$ cat src/rtl/buf_free_list.sv
// buf_free_list: free-address pool feeding ctrlBuf's enqueue side.
// Self-populates NUM_BUFFS addresses after reset or reinit, then serves one
// alloc and one free per cycle from a circular FIFO. Illegal or overflowing
// frees raise a sticky error flag.
module buf_free_list #(
  parameter int unsigned            ADDR_WIDTH  = 64,
  parameter int unsigned            NUM_BUFFS   = 21,
  parameter logic [ADDR_WIDTH-1:0]  BASE_ADDR   = {ADDR_WIDTH{1'b0}},
  parameter int unsigned            ADDR_STRIDE = 64,
  parameter int unsigned            CNT_WIDTH   = $clog2(NUM_BUFFS + 1)
) (
  input  logic                  clk,
  input  logic                  rst,
  input  logic                  reinit,
  output logic                  init_done,
  output logic                  alloc_valid,
  input  logic                  alloc_ready,
  output logic [ADDR_WIDTH-1:0] alloc_addr,
  input  logic                  free_valid,
  output logic                  free_ready,
  input  logic [ADDR_WIDTH-1:0] free_addr,
  output logic [CNT_WIDTH-1:0]  free_count,
  output logic                  err_bad_free
);

  localparam int unsigned PTR_WIDTH = (NUM_BUFFS > 1) ? $clog2(NUM_BUFFS) : 1;
  localparam int unsigned AW1       = ADDR_WIDTH + 1;
  localparam logic [PTR_WIDTH-1:0]  PTR_LAST    = PTR_WIDTH'(NUM_BUFFS - 1);
  localparam logic [CNT_WIDTH-1:0]  CNT_FULL    = CNT_WIDTH'(NUM_BUFFS);
  localparam logic [ADDR_WIDTH-1:0] STRIDE_A    = ADDR_WIDTH'(ADDR_STRIDE);
  localparam logic [ADDR_WIDTH-1:0] STRIDE_MASK = STRIDE_A - ADDR_WIDTH'(1);
  // One past the last legal address, kept one bit wider so it cannot wrap.
  localparam logic [AW1-1:0]        LIMIT_A     = {1'b0, BASE_ADDR} +
                                                  AW1'(NUM_BUFFS) * AW1'(ADDR_STRIDE);

  typedef enum logic [0:0] {ST_INIT = 1'b0, ST_READY = 1'b1} state_t;

  state_t                  state_r, state_nx;
  logic [PTR_WIDTH-1:0]    rd_ptr_r, rd_ptr_nx;
  logic [PTR_WIDTH-1:0]    wr_ptr_r, wr_ptr_nx;
  logic [CNT_WIDTH-1:0]    count_r, count_nx;
  logic                    err_r, err_nx;
  logic                    init_done_r, init_done_nx;
  logic                    alloc_valid_r, free_ready_r;
  logic [ADDR_WIDTH-1:0]   alloc_addr_r, alloc_addr_nx;
  logic                    wr_en_s;
  logic [ADDR_WIDTH-1:0]   wr_data_s;
  logic                    alloc_fire_s, free_take_s;
  logic [ADDR_WIDTH-1:0]   mem_r [0:NUM_BUFFS-1];

  // Circular pointer advance; NUM_BUFFS need not be a power of two.
  function automatic logic [PTR_WIDTH-1:0] ptr_inc(input logic [PTR_WIDTH-1:0] p);
    return (p == PTR_LAST) ? {PTR_WIDTH{1'b0}} : p + PTR_WIDTH'(1);
  endfunction

  // A returned address must be inside the pool window and stride-aligned.
  function automatic logic is_legal_free(input logic [ADDR_WIDTH-1:0] addr);
    logic [ADDR_WIDTH-1:0] off;
    off = addr - BASE_ADDR;
    return (addr >= BASE_ADDR) && ({1'b0, addr} < LIMIT_A) &&
           ((off & STRIDE_MASK) == {ADDR_WIDTH{1'b0}});
  endfunction

  // Next-state logic: population, alloc/free handshakes, error flag, reinit.
  always_comb begin
    state_nx     = state_r;
    rd_ptr_nx    = rd_ptr_r;
    wr_ptr_nx    = wr_ptr_r;
    count_nx     = count_r;
    err_nx       = err_r;
    init_done_nx = 1'b0;
    wr_en_s      = 1'b0;
    wr_data_s    = {ADDR_WIDTH{1'b0}};
    alloc_fire_s = 1'b0;
    free_take_s  = 1'b0;
    if (reinit) begin
      state_nx  = ST_INIT;
      rd_ptr_nx = {PTR_WIDTH{1'b0}};
      wr_ptr_nx = {PTR_WIDTH{1'b0}};
      count_nx  = {CNT_WIDTH{1'b0}};
      err_nx    = 1'b0;
    end else begin
      case (state_r)
        ST_INIT: begin
          // wr_ptr starts at 0 and advances once per cycle, so it doubles as idx.
          wr_en_s   = 1'b1;
          wr_data_s = BASE_ADDR + ADDR_WIDTH'(wr_ptr_r) * STRIDE_A;
          wr_ptr_nx = ptr_inc(wr_ptr_r);
          count_nx  = count_r + CNT_WIDTH'(1);
          if (wr_ptr_r == PTR_LAST) begin
            state_nx = ST_READY;
          end else begin
            state_nx = ST_INIT;
          end
        end
        ST_READY: begin
          init_done_nx = 1'b1;
          alloc_fire_s = alloc_valid_r & alloc_ready;
          // Accepted frees with a bad address are consumed but dropped.
          free_take_s  = free_valid & free_ready_r & is_legal_free(free_addr);
          if (alloc_fire_s) begin
            rd_ptr_nx = ptr_inc(rd_ptr_r);
          end else begin
            rd_ptr_nx = rd_ptr_r;
          end
          if (free_take_s) begin
            wr_en_s   = 1'b1;
            wr_data_s = free_addr;
            wr_ptr_nx = ptr_inc(wr_ptr_r);
          end else begin
            wr_ptr_nx = wr_ptr_r;
          end
          if (free_take_s && !alloc_fire_s) begin
            count_nx = count_r + CNT_WIDTH'(1);
          end else if (!free_take_s && alloc_fire_s) begin
            count_nx = count_r - CNT_WIDTH'(1);
          end else begin
            count_nx = count_r;
          end
          if (free_valid && init_done_r && (!free_ready_r || !is_legal_free(free_addr))) begin
            err_nx = 1'b1;
          end else begin
            err_nx = err_r;
          end
        end
        default: begin
          state_nx  = ST_INIT;
          rd_ptr_nx = {PTR_WIDTH{1'b0}};
          wr_ptr_nx = {PTR_WIDTH{1'b0}};
          count_nx  = {CNT_WIDTH{1'b0}};
          err_nx    = 1'b0;
        end
      endcase
    end
  end

  // Show-ahead head for next cycle; forward a write landing on the new head slot.
  always_comb begin
    alloc_addr_nx = mem_r[rd_ptr_nx];
    if (reinit) begin
      alloc_addr_nx = {ADDR_WIDTH{1'b0}};
    end else if (wr_en_s && (wr_ptr_r == rd_ptr_nx)) begin
      alloc_addr_nx = wr_data_s;
    end else begin
      alloc_addr_nx = mem_r[rd_ptr_nx];
    end
  end

  // Pool storage; contents are only meaningful behind valid pointers, so no reset.
  always_ff @(posedge clk) begin
    if (wr_en_s) begin
      mem_r[wr_ptr_r] <= wr_data_s;
    end
  end

  // State, pointers and registered outputs with asynchronous active-low reset.
  always_ff @(posedge clk or negedge rst) begin
    if (!rst) begin
      state_r       <= ST_INIT;
      rd_ptr_r      <= {PTR_WIDTH{1'b0}};
      wr_ptr_r      <= {PTR_WIDTH{1'b0}};
      count_r       <= {CNT_WIDTH{1'b0}};
      err_r         <= 1'b0;
      init_done_r   <= 1'b0;
      alloc_valid_r <= 1'b0;
      free_ready_r  <= 1'b0;
      alloc_addr_r  <= {ADDR_WIDTH{1'b0}};
    end else begin
      state_r       <= state_nx;
      rd_ptr_r      <= rd_ptr_nx;
      wr_ptr_r      <= wr_ptr_nx;
      count_r       <= count_nx;
      err_r         <= err_nx;
      init_done_r   <= init_done_nx;
      alloc_valid_r <= init_done_nx && (count_nx != {CNT_WIDTH{1'b0}});
      free_ready_r  <= init_done_nx && (count_nx != CNT_FULL);
      alloc_addr_r  <= alloc_addr_nx;
    end
  end

  assign init_done    = init_done_r;
  assign alloc_valid  = alloc_valid_r;
  assign free_ready   = free_ready_r;
  assign alloc_addr   = alloc_addr_r;
  assign free_count   = count_r;
  assign err_bad_free = err_r;

endmodule

$ cat config.mk
export PLATFORM = sky130hd
export DESIGN_NAME = buf_free_list
export DESIGN_NICKNAME = d
export VERILOG_FILES = /design/src/rtl/buf_free_list.sv
export SDC_FILE = /design/constraint.sdc
export NUM_CORES = 2
export LEC_CHECK = 0
export ABC_AREA = 1
export CAP_MARGIN = 20
export CORE_ASPECT_RATIO = 1.75
export CORE_MARGIN = 10
export CORE_UTILIZATION = 36
export CTS_CLUSTER_SIZE = 30
export DETAILED_ROUTE_END_ITERATION = 10
export DONT_BUFFER_PORTS = 1
export PLACE_DENSITY_LB_ADDON = 0.25
export SLEW_MARGIN = 0
export SYNTH_ARGS = -nofsm -noshare
export SYNTH_HDL_FRONTEND = slang
export SYNTH_SLANG_ARGS = --single-unit
$ cat constraint.sdc
create_clock -name clk -period 5.8 [get_ports clk]
set_clock_uncertainty 0.15 [all_clocks]
set_input_delay 1.74 -clock clk [delete_from_list [all_inputs] [get_ports clk]]
set_output_delay 1.74 -clock clk [all_outputs]
set_load 0.005 [all_outputs]
After elaboration in Yosys (flattened, before gate mapping) --
Memory sizes are Yosys's and may differ from the RTL's. Index checks and enable logic that the tools add are counted.
Operators by class: eq/ne operators 5, reduce and logical (&&, ||, !) cells 19, bitwise gates (word level) 4, add/sub/neg operators 4, multiplexer cells 30, magnitude comparators 2
Operator list (count):
- 64-bit 2-to-1 mux | 4
- 64-bit case mux with 2 select lines | 1
- 64-bit by 1-bit >= comparator with 1-bit output (second input constant) | 1
- 64-bit zero test | 1
- 64-bit by 11-bit less-than comparator with 1-bit output (second input constant) | 1
- 5-bit 2-to-1 mux | 10
- 5-bit case mux with 2 select lines | 2
- 5-bit by 1-bit adder with 5-bit output (second input constant) | 3
- 1-bit 2-to-1 mux | 12
- 5-bit == test (second input constant) | 2
- 1-bit logical AND | 9
- 5-bit == test | 1
- 5-bit != test (second input constant) | 1
- 5-bit nonzero test | 1
- 5-bit by 1-bit subtractor with 5-bit output (second input constant) | 1
- 1-bit zero test | 4
- 2-bit nonzero test | 2
- 1-bit AND | 3
- 3-bit by 2-bit != test with 1-bit output (second input constant) | 1
- 1-bit case mux with 2 select lines | 1
- 2-bit AND reduction | 1
- 1-bit logical OR | 1
- 1-bit NOT | 1
Word-level totals: output and inout bits 73, word-level logic and storage cells 74, register bits after elaboration 84, memories kept 1, RAM bits 1344, input port bits 69
Memory list:
- mem_r | depth 21, bits a word 64, rd ports 1, clocked after memory_dff 0, wr ports 1, line 49 | logic [ADDR_WIDTH-1:0] mem_r [0:NUM_BUFFS-1];

Depth between registers and ports, before layout --
depth after elaboration 12, mapped depth 17, gate-level depth less buffers 15

Least setup slack after synthesis --
Ideal clock, no wire load.
path kind input -> register, start point input port free_addr[62], end point memory mem_r[0][0], enable pin, cell stages on the path 10, arrival time 5.628 ns, setup slack -0.464 ns, buffers on the path 0, required time 5.164 ns, setup time 0.486 ns, cells stage by stage or2_2 -> nor2_1 -> nand2_1 -> nor2_1 -> nand4_2 -> nand2_2 -> nand2_1 -> inv_1 -> nand2_1 -> nor2_1
On the way: longest elaborated chain between the ends 9, elaborated cells on any way between the ends 10, those cells by class 2 x order compare; 5 x mux; 1 x bitwise; 2 x reduce/logical
RTL lines:
- start: declaration | line 21 | input logic [ADDR_WIDTH-1:0] free_addr,
- 64-bit by 1-bit >= comparator with 1-bit output / 64-bit by 11-bit less-than comparator with 1-bit output (equally long branches) | line 60 | return (addr >= BASE_ADDR) && ({1'b0, addr} < LIMIT_A) &&
- 1-bit logical AND (*) (2 in a row) | line 60
- 1-bit AND (*) | line 100 | free_take_s = free_valid & free_ready_r & is_legal_free(free_addr);
- 1-bit 2-to-1 mux (*) | line 106 | if (free_take_s) begin
- 1-bit case mux with 2 select lines (*) | line 83 | case (state_r)
- 1-bit 2-to-1 mux (*) | line 76 | if (reinit) begin
- 1-bit 2-to-1 mux (*) | line 151 | if (wr_en_s) begin
- 1-bit 2-to-1 mux (implied by the code) (*) | line 152 | mem_r[wr_ptr_r] <= wr_data_s;
- end: declaration | line 49
Mark *: on every way between the ends. The rest lies on a longest branch, timed or not.

Worst setup path in the final report --
start point input port free_addr[59], end point memory mem_r[4][59], enable pin
Same word-level chain as after synthesis.

==> impl_metrics.ini <==
[hold_path]
min-delay-start = mem_r[20][40]$_DFFE_PP_
min_path_type = flop to flop

[detailed_routing]
viasPerCell = 4.507
route.detailed.drc = 0
ant_nets = 0
wl_per_cell_um = 17.00
drtIter0Drc = 2736
finalWirelength_um = 134500
dr.pass1.iters = 5
dr_total_vias = 35660

[setup_path]
cpMostUsedCell = nand2_1
arrival_ns = 4.65
start_kind = input pin
r2r_start = free_ready$_DFF_PN0_
critical_path_class = input pin to flop
crit_path_start = free_addr[59]
crit_path_end_kind = flop
crit_chain = or2_2 > nor2_1 > nand2_1 > nor2_1 > nand4_2 > nand2_2 > nand2_1 > inv_1 > nand2_1 > nor2_4 > buf_4
cpPeakStageDelay_ns = 0.77
cp_slowest_cell = nor2_4
critPathMaxFanout = 18
cp_data_required_time_ns = 6.08

[global_routing]
grt_max_degree = 138
grtUsageTotal_pct = 15.33
grt_pass1_wl_um = 208000
grt_overflow = 0
antenna_found_initial = 1
grt_pass1_vias = 35930

[floorplan]
initial_core_util_pct = 36.24
ios = 142
die_w_um = 319.9
row_count = 192
die-area_um2 = 174300
die_h_um = 544.9
core-area_um2 = 156400

[cts]
clk_pin_slew_ns = 0.07
cts_setup_buffers = 0
insertion_delay_ns = 0.73
cts_hold_buf = 0
h-tree-depth = 3
clockBufferDepth = 3
cts_inserted_buffers = 119
cts.sinks = 1428
cts-resized-gates = 0
cts-root-buf = clkbuf_16
cts_tree = yes

[power_and_ir_drop]
cellLeakagePower_nw = 26.00
p_per_area_nw_per_um2 = 294.0
peakVddDrop_uv = 295.7

[run]
maxCapViolations = 0

[sta]
slew_headroom_pct = 27.93
worst_pin_slew_ns = 1.081
fin_ws_ns = 1.433
fin_setup_tns_ns = 0
max_freq_ghz = 0.2290
period_share_pct = 75.30
setup_viol = 0
hold_slack_ns = 0.4257
finalHoldViolations = 0
final_max_slew_viol_count = 0
rsz0062_at_grt = false
period_minus_slack_ns = 4.367

[synth]
synthesis.area_um2 = 56670
synth_top_flop_cell = edfxtp_1
yosys_warnings = 0
synthCells = 4556
synth-seq-cells = 1428
synth_area_per_cell_um2 = 12.44
ys_types = 34
synth_edf_count = 1344
ys_seq_area_share_pct = 74.93
async_flop_share_pct = 5.882

[cells_and_area]
synthToLayoutAreaGrowth_pct = 20.94
final_common_cell = edfxtp_1
layout_common_cells = 1344 x edfxtp_1, 1239 x conb_1, 1118 x nand2_1
drive_gt1_share_pct = 6.503
final_net_count = 5845
finalInstanceArea_um2 = 68530

[place]
dp.final_hpwl_um = 87040
placed_cell_area_um2 = 64560
io_buffers = 0
routabilityCongestion = 0.8112
dp_slack_ns = 0.6768

[status]
status = finished, final reports clean
[layer usage]
| metal | part of all wire (%) | up-vias | global-route usage (%) | wire [um] |
|---|---|---|---|---|
| met4 | 3.0 | 0 | 5.449 | 3985 |
| met1 | 41 | 17150 | 18.57 | 54680 |
| met2 | 52 | 731 | 27.62 | 69830 |
| met3 | 4.4 | 215 | 2.148 | 5967 |
| met5 | 0 | - | 0 | 0 |
| li1 | - | 17560 | - | - |
[worst max-delay path: cells and delay by family]
kind / cells / cell delay (ns)
buf+inv: 2 / 0.58
simple gates: 9 / 2.30
[synthesized netlist by cell type (2+ instances only)]
library cell  instances  area, um2
clkbuf_1            184      690.7
nand3_1             978       4895
or2_2                 8      50.05
a31oi_2               4      50.05
nor2_2                2      12.51
o211ai_1            123      923.4
a22oi_1               5      37.54
inv_1               116      435.4
edfxtp_1           1344      40360
inv_2                 6      22.52
o21ai_2               2      17.52
buf_6                 2      22.52
dfrtp_1              84       2102
nand4_1               7      43.79
buf_2                68      340.3
buf_1                41      153.9
o21ai_0             141      705.7
xor2_1                8      70.07
nand4_2               2      25.02
ha_1                  8      100.1
a31oi_1              60      375.4
a21oi_1              67      335.3
nor2_1              166      623.1
nand2_1            1120       4204
[stage by stage]
stage,cells,power (mW),util [%]
2_1_floorplan,5794,11.98,-
3_3_place_gp,7684,12.17,41.28
3_5_place_dp,7684,12.17,41.28
4_1_cts,7911,20.36,43.82
5_1_grt,7912,20.85,43.82
6_report,7912,20.15,43.82
[layout make-up]
type	instances	area, um2
multi-input cells	3948	17380
clock buffers	165	3390
well taps	2037	2549
repair buffers	149	1694
flip-flops and latches	1428	42460
fillers	14430	87860
diodes	1	2.502
inverters	122	480.5
clock inverters	62	575.6
[worst paths after layout]
check | to | slack [ns] | cells past startpoint
worst min-delay path | alloc_addr[40]$_DFF_PN0_ | 0.43 | 2
worst min register to register | alloc_addr[40]$_DFF_PN0_ | 0.43 | 2
worst max register to register | mem_r[4][59]$_DFFE_PP_ | 2.23 | 11
worst max-delay path | mem_r[4][59]$_DFFE_PP_ | 1.43 | 11
min in group asynchronous | alloc_addr[6]$_DFF_PN0_ | 0.56 | 0
max in group asynchronous | alloc_addr[36]$_DFF_PN0_ | 4.66 | 0
[kinds of logic (layout without fill, tap and decap cells)]
| group | after synthesis | count (layout) | synth area share [%] |
|---|---|---|---|
| AO/OA/AOI/OAI | 405 | 405 | 4.361 |
| XOR/XNOR | 8 | 8 | 0.1236 |
| adder cells (fa/ha/maj) | 8 | 8 | 0.1766 |
| buffers and inverters | 418 | 498 | 2.952 |
| flip-flops | 1428 | 1428 | 74.93 |
| other | 1 | 1240 | 0.006617 |
| AND/OR/NAND/NOR | 2288 | 2288 | 17.45 |
[where the power goes]
part / internal [mW] / switching, mW
logic: 0.114 / 0.374
clock network: 4.53 / 3.65
registers: 11.4 / 0.0578
[registers in the layout, summed over array words and instances, names as in the netlist]
name / flops
alloc_addr: 64
err_bad_free: 1
state_r: 1
mem_r: 1344
rd_ptr_r: 5
free_ready: 1
alloc_valid: 1
wr_ptr_r: 5
init_done: 1
free_count: 5
(Power assumes the default switching activity.)
